$ cat src/rtl/pattern_detector_7seg.sv
// Serial pattern detector with loadable PAT_W-bit target, match counter and hex 7-segment output.
// Optional build macro MATCH_SAT_EN: match_count saturates at all-ones instead of wrapping.
module pattern_detector_7seg #(
  parameter int PAT_W = 4,
  parameter int CNT_W = 8
) (
  input  logic             clock,
  input  logic             reset,
  input  logic [PAT_W-1:0] pattern,
  input  logic             pat_load,
  input  logic             bit_in,
  input  logic             bit_valid,
  input  logic             overlap,
  output logic             match,
  output logic [CNT_W-1:0] match_count,
  output logic             a,
  output logic             b,
  output logic             c,
  output logic             d,
  output logic             e,
  output logic             f,
  output logic             g
);

  localparam int FILL_W = $clog2(PAT_W + 1);
  localparam logic [0:0] FILL  = 1'b0;
  localparam logic [0:0] ARMED = 1'b1;
  localparam logic [FILL_W-1:0] FILL_FULL = FILL_W'(PAT_W);
  localparam logic [FILL_W-1:0] FILL_LAST = FILL_W'(PAT_W - 1);

  logic [PAT_W-1:0]  target;
  logic [PAT_W-1:0]  shift;
  logic [PAT_W-1:0]  shift_nxt;
  logic [FILL_W-1:0] fill;
  logic [0:0]        state;
  logic              hit;

  function automatic logic [CNT_W-1:0] count_inc(input logic [CNT_W-1:0] cnt);
`ifdef MATCH_SAT_EN
    return (&cnt) ? cnt : cnt + CNT_W'(1);
`else
    return cnt + CNT_W'(1);
`endif
  endfunction

  function automatic logic [6:0] seg7(input logic [3:0] n);
    case (n)
      4'h0: return 7'b1111110;
      4'h1: return 7'b0110000;
      4'h2: return 7'b1101101;
      4'h3: return 7'b1111001;
      4'h4: return 7'b0110011;
      4'h5: return 7'b1011011;
      4'h6: return 7'b1011111;
      4'h7: return 7'b1110000;
      4'h8: return 7'b1111111;
      4'h9: return 7'b1111011;
      4'hA: return 7'b1110111;
      4'hB: return 7'b0011111;
      4'hC: return 7'b1001110;
      4'hD: return 7'b0111101;
      4'hE: return 7'b1001111;
      default: return 7'b1000111;
    endcase
  endfunction

  // The bit arriving this cycle completes the window when history is already PAT_W-1 deep.
  assign shift_nxt = {shift[PAT_W-2:0], bit_in};
  assign hit = bit_valid && !pat_load && (shift_nxt == target) &&
               ((state == ARMED) || (fill == FILL_LAST));

  always_ff @(posedge clock) begin
    if (!reset) begin
      target      <= '0;
      shift       <= '0;
      fill        <= '0;
      state       <= FILL;
      match       <= 1'b0;
      match_count <= '0;
    end else if (pat_load) begin
      target <= pattern;
      shift  <= '0;
      fill   <= '0;
      state  <= FILL;
      match  <= 1'b0;
    end else begin
      match <= hit;
      if (hit) match_count <= count_inc(match_count);
      if (bit_valid) begin
        if (hit && !overlap) begin
          shift <= '0;
          fill  <= '0;
          state <= FILL;
        end else begin
          shift <= shift_nxt;
          if (fill != FILL_FULL) fill <= fill + FILL_W'(1);
          state <= (fill >= FILL_LAST) ? ARMED : FILL;
        end
      end
    end
  end

  assign {a, b, c, d, e, f, g} = seg7(match_count[3:0]);

endmodule

$ cat config.mk
export PLATFORM = sky130hd
export DESIGN_NAME = pattern_detector_7seg
export DESIGN_NICKNAME = d
export VERILOG_FILES = /design/src/rtl/pattern_detector_7seg.sv
export SDC_FILE = /design/constraint.sdc
export NUM_CORES = 1
export LEC_CHECK = 0
export CAP_MARGIN = 20
export CELL_PAD_IN_SITES_DETAIL_PLACEMENT = 0
export CELL_PAD_IN_SITES_GLOBAL_PLACEMENT = 2
export CORE_MARGIN = 2
export CORE_UTILIZATION = 34
export DETAILED_ROUTE_END_ITERATION = 16
export GPL_TIMING_DRIVEN = 0
export HOLD_SLACK_MARGIN = 0.06
export PLACE_DENSITY = 0.83
export SYNTH_ARGS = -nofsm -noshare
export SYNTH_HDL_FRONTEND = slang
export SYNTH_SLANG_ARGS = --single-unit
$ cat constraint.sdc
create_clock -name clock -period 7.9 [get_ports clock]
set_input_delay 0.79 -clock clock [delete_from_list [all_inputs] [get_ports clock]]
set_output_delay 0.79 -clock clock [all_outputs]
set_load 0.05 [all_outputs]
==> results.py, run 1 <==
metrics = {
    "run_status": {
        "status": "completed",
    },
    "synthesis": {
        "synth_warnings": 0,
        "ys_ff_latch": 27,
        "async_flop_share": 0,
        "synth_area_leaders": "dfxtp_1 38%, ha_1 9.7%, mux2i_1 5.6%",
        "ys_top_cells_by_count": "27 x dfxtp_1, 11 x ha_1",
        "synth_fp_nets": 168,
        "synth_area_per_cell_sq_um": 9.669,
        "synthesis.area_sq_mm": 0.001421,
        "syn_inst": 147,
        "seq_area_frac_synth": 0.3803,
        "synth_top_cell_area_share": 0.3803,
        "yosys.cell_types.count": 36,
        "synth-main-ff-cell": "dfxtp_1",
        "synth-edff-count": 0,
        "yosysMostFrequentCell": "dfxtp_1",
        "yosysTopAreaCell": "dfxtp_1",
    },
    "cts": {
        "cts_tree": "done",
        "cts_sinks": 27,
        "path_clk_slew_ns": 0.09,
        "clkLatencyLatePin_ns": 0.27,
        "cts_buffer_depth": 2,
        "post_cts_buffers": 0,
        "cts-resized-gates": 0,
        "h-tree-depth": 1,
        "root_buffer": "clkbuf_8",
        "cts_inserted_buffers": 3,
        "cts_hold_buf": 0,
    },
    "grt": {
        "grt.total_usage": 0.1387,
        "antenna_found_initial": 0,
        "met1_usage": 0.1900,
        "grtUsageMet3": 0.01948,
        "grt-busiest-layer": "met2",
        "grt_pass1_wl_um": 4864,
        "grt.met2_usage": 0.2200,
        "grt_pass1_vias": 1050,
        "grt_max_degree": 15,
        "overflow": 0,
    },
    "place": {
        "gp_congestion": 0.7669,
        "portBuffers": 24,
        "placed_area_sq_mm": 0.001724,
        "hpwl_um": 2239,
    },
    "cells_and_area": {
        "antennaDiodeCount": 0,
        "area_delta_synth_final_pct": 24.47,
        "nets": 197,
        "post_route_cells_drive_above_1_share": 0.08571,
        "fin_area_sq_mm": 0.001769,
    },
    "sta": {
        "slew_viol_final": 0,
        "skew_ns": 0.005916,
        "hold_slack_ns": 0.4891,
        "rsz0062_at_grt": "no",
        "tightest_slew_ns": 0.5895,
        "period_share": 0.4351,
        "finalWorstPathRequiredPeriod_ns": 3.437,
        "hold_violations": 0,
        "relSlewSlack": 0.6035,
        "setup-violations-final": 0,
        "max_freq_mhz": 290.9,
        "setup_tns_ns": 0,
    },
    "setup_path": {
        "worstPathRequired_ns": 8.07,
        "r2r_setup_slack_ns": 4.94,
        "crit_path_start_kind": "input port",
        "end_kind": "flop",
        "crit_arrival_ns": 3.61,
        "r2r-end": "d$_DFF_P_",
        "r2r-start": "fill[0]$_SDFFE_PP0P_",
        "path_max_fanout": 8,
        "rr_worst_depth": 10,
        "path_class": "in2reg",
    },
    "power": {
        "power.share.clock": 0.335,
        "power_frac_seq": 0.596,
        "switchingPower_uw": 50.73,
        "p_sw_frac": 0.2173,
        "power_density_mw_per_mm2": 132.0,
        "p_int_uw": 182.7,
        "p_leak_nw": 0.6375,
        "combPwrFrac": 0.069,
        "vdd_ir_drop_max_mv": 0.07759,
    },
    "route": {
        "drc_errors": 0,
        "first_iter_violations": 49,
        "firstDrtPassIters": 4,
        "drt_wl_total_um": 2857,
        "wl_per_cell_um": 12.70,
        "drtAntennaViolNets": 0,
        "via_per_inst": 4.849,
        "vias": 1091,
    },
    "floorplanning": {
        "num_rows": 23,
        "core_sq_mm": 0.004000,
        "start_util": 0.3553,
        "die_x_um": 68.66,
        "die-height_um": 68.66,
        "ios": 26,
        "die_area_sq_mm": 0.004714,
    },
    "run": {
        "max-cap-violations": 0,
    },
    "min_path": {
        "holdPathStages": 2,
        "min_to": "fill[1]$_SDFFE_PP0P_",
        "min_path_type": "reg2reg",
        "min-delay-start": "fill[1]$_SDFFE_PP0P_",
    },
}
## flip-flops by register name (all words and copies together) (netlist names)
register	flops
fill	3
e	1
f	1
state	1
c	1
g	1
a	1
b	1
d	1
match	1
shift	3
match_count	8
target	4
## stage by stage
| stage | std cells | util | power [mW] | setup slack, ns |
|---|---|---|---|---|
| 6_report | 225 | 0.4423 | 0.2335 | 4.463 |
| 5_1_grt | 225 | 0.4423 | 0.2457 | 4.213 |
| 4_1_cts | 225 | 0.4423 | 0.2392 | 4.422 |
| 3_5_place_dp | 221 | 0.4310 | 0.1587 | 4.133 |
| 3_3_place_gp | 221 | 0.4310 | 0.1583 | 4.208 |
| 2_1_floorplan | 147 | - | 0.1514 | 5.020 |
## critical path, stage by stage
cell	delay (ns)
clkdlybuf4s50_1	0.51
xnor2_1	0.15
nand4b_2	0.26
nor2_1	0.40
nand2_1	0.12
a21boi_0	0.49
inv_1	0.21
ha_1	0.36
mux2i_1	0.07
mux2_2	0.26
## worst max-delay path by stage
stage	startpoint	to	slack, ns	cells after the start
2_1_floorplan	pat_load	d$_DFF_P_	5.02	9
3_3_place_gp	bit_in	d$_DFF_P_	4.21	10
3_5_place_dp	bit_in	d$_DFF_P_	4.13	10
4_1_cts	bit_in	d$_DFF_P_	4.42	10
5_1_grt	bit_in	d$_DFF_P_	4.21	10
6_report	bit_in	d$_DFF_P_	4.46	10
## cell usage in the layout (no fill, tap or decap), types with 5 or more instances in the layout
cell	n
mux2i_1	8
nor3_1	6
a21oi_1	8
ha_1	11
nand3_1	5
clkdlybuf4s50_1	24
and2_1	7
nor2b_1	6
nand4_1	6
inv_1	8
clkbuf_1	5
nand2_1	5
nand2b_1	6
dfxtp_1	27
xnor2_1	8
## metal layers
metal	vias to the layer above	routed length [um]
met3	4	58
li1	563	-
met2	11	1409
met4	0	33
met1	513	1356
met5	-	0
## kinds of logic (layout without fill, tap and decap cells)
logic type | count (synthesis) | in the layout | share of synthesized area
simple gates | 54 | 54 | 0.2280
compound gates | 22 | 22 | 0.1180
mux | 10 | 10 | 0.07394
fa+ha+maj | 11 | 11 | 0.09683
xor+xnor | 9 | 9 | 0.05546
flops | 27 | 27 | 0.3803
buf+inv | 14 | 42 | 0.04753
## power groups by stage
stage	registers, mW	clock network [mW]	logic [mW]
finish	0.139	0.0782	0.0162
floorplan	0.142	0	0.00949
global placement	0.142	0	0.0161
CTS	0.139	0.0835	0.0165
detailed placement	0.142	0	0.0165
global route	0.139	0.0882	0.0181
## final cells by class
class	count	area (sq um)
inverters	8	30.03
well taps	50	62.56
clock buffers	4	45.04
multi-input cells	106	813.3
repair buffers	24	240.2
fillers	386	2231
flip-flops and latches	27	540.5
plain buffers	6	37.54
No activity file was read; power rests on OpenSTA's default activity.
==> inputs of run 2 (changes only) <==
CORE_UTILIZATION = 32   (was 34)
PLACE_DENSITY = 0.79   (was 0.83)
clock period = 3.33 ns   (was 7.9 ns; I/O delays follow)
==> results.py, run 2 (synthesis results as in run 1) <==
metrics = {
    "cells_and_area": {
        "largest_reg_flops": 8,
        "mostFrequentLayoutCells": "27 x dfxtp_1, 24 x clkdlybuf4s50_1, 11 x ha_1",
        "nets": 197,
        "regMostFlops": "match_count",
        "reg.largest.list": "match_count: 8 flops, target: 4 flops",
        "fin_area_sq_mm": 0.001773,
        "post_layout_nonfiller_instances": 227,
        "utilization": 0.4100,
        "antennaDiodeCount": 0,
        "area_delta_synth_final_pct": 24.74,
        "final_common_cell": "dfxtp_1",
        "post_route_cells_drive_above_1_share": 0.09143,
    },
    "place": {
        "placed_area_sq_mm": 0.001727,
        "portBuffers": 24,
        "dp_cells": 223,
        "gp_congestion": 0.7177,
        "hpwl_um": 2277,
    },
    "grt": {
        "met1_usage": 0.1463,
        "grt_pass1_wl_um": 5071,
        "grtUsageMet3": 0.01994,
        "grt_pass1_vias": 1133,
        "antenna_found_initial": 0,
        "grt-busiest-layer": "met2",
        "overflow": 0,
        "grt.total_usage": 0.1238,
        "grt.met2_usage": 0.2275,
        "grt_max_degree": 16,
    },
    "cts": {
        "clkLatencyLatePin_ns": 0.27,
        "cts_sinks": 27,
        "cts-resized-gates": 0,
        "cts_buffer_depth": 2,
        "path_clk_slew_ns": 0.09,
        "cts_tree": "done",
        "h-tree-depth": 1,
        "cts_inserted_buffers": 3,
        "post_cts_buffers": 0,
        "root_buffer": "clkbuf_8",
        "cts_hold_buf": 0,
    },
    "floorplanning": {
        "die_area_sq_mm": 0.004991,
        "num_rows": 24,
        "ios": 26,
        "start_util": 0.3287,
        "die-height_um": 70.65,
        "core_sq_mm": 0.004324,
        "die_x_um": 70.65,
    },
    "setup_path": {
        "path_class": "in2reg",
        "worstPathRequired_ns": 3.49,
        "path_max_fanout": 8,
        "end_kind": "flop",
        "r2r-start": "fill[0]$_SDFFE_PP0P_",
        "crit_path_start_kind": "input port",
        "critPathLaunch": "bit_in",
        "crit_arrival_ns": 3.02,
    },
    "route": {
        "via_per_inst": 4.899,
        "vias": 1112,
        "firstDrtPassIters": 4,
        "first_iter_violations": 30,
        "drc_errors": 0,
        "wl_per_cell_um": 13.04,
        "drtAntennaViolNets": 0,
        "drt_wl_total_um": 2960,
    },
    "sta": {
        "slew_viol_final": 0,
        "skew_ns": 0.003523,
        "setup-violations-final": 0,
        "rsz0062_at_grt": "no",
        "relSlewSlack": 0.6217,
        "finalWorstPathRequiredPeriod_ns": 2.857,
        "period_share": 0.8579,
        "max_freq_mhz": 350.1,
        "hold_violations": 0,
        "tightest_slew_ns": 0.5564,
    },
    "run": {
        "max-cap-violations": 0,
    },
    "min_path": {
        "min-delay-start": "pat_load",
        "min_path_type": "in2reg",
    },
    "power": {
        "p_leak_nw": 0.6408,
        "vdd_ir_drop_max_mv": 0.1695,
        "power_density_mw_per_mm2": 310.0,
    },
    "run_status": {
        "status": "completed",
    },
}
## run 2: worst paths after layout
check,to,slack [ns],depth (start not counted)
max reg2reg,d$_DFF_P_,0.52,10
min,target[2]$_SDFFE_PN0P_,0.37,3
min reg2reg,fill[0]$_SDFFE_PP0P_,0.48,2
max,d$_DFF_P_,0.47,10
## run 2: final cells by class
class / count / area, sq um
Buffer: 6 / 37.54
Sequential cell: 27 / 540.5
Fill cell: 454 / 2551
Multi-Input combinational cell: 106 / 813.3
Clock buffer: 3 / 41.29
Clock inverter: 1 / 5.005
Inverter: 8 / 30.03
Timing Repair Buffer: 24 / 240.2
Tap cell: 52 / 65.06
## run 2: worst max-delay path: stages
cell and delay, ns:
clkdlybuf4s50_1 0.50, xnor2_1 0.15, nand4b_2 0.25, nor2_1 0.42
nand2_1 0.13, a21boi_1 0.37, inv_1 0.18, ha_1 0.35
mux2i_1 0.07, mux2_2 0.26
## run 2: routing by layer
| metal | up-vias | wire length, um |
|---|---|---|
| li1 | 566 | - |
| met1 | 533 | 1326 |
| met2 | 11 | 1550 |
| met3 | 2 | 60 |
| met4 | 0 | 22 |
| met5 | - | 0 |
## run 2: power by group
part           total [mW]  leakage [nW]  switching, mW  internal, mW
Sequential          0.330         0.219        0.00314         0.327
Combinational      0.0392         0.397         0.0181        0.0211
Clock               0.181        0.0255         0.0970        0.0836
## run 2: stage by stage
stage	hold WS [ns]	total power [mW]	TNS (ns)	setup WS, ns
2_1_floorplan	0.4486	0.3592	0	0.8142
3_3_place_gp	0.4606	0.3757	0	0.06867
3_5_place_dp	0.4702	0.3771	-0.001255	-0.001255
4_1_cts	0.3670	0.5610	0	0.2743
5_1_grt	0.3694	0.5811	0	0.2190
6_report	0.3708	0.5497	0	0.4733
==> inputs of run 3 (changes only) <==
CAP_MARGIN = default   (was 20)
SKIP_LAST_GASP = 1   (was default)
==> results of run 3 <==
Final layout, timing and power as in run 2 (identical DEF).
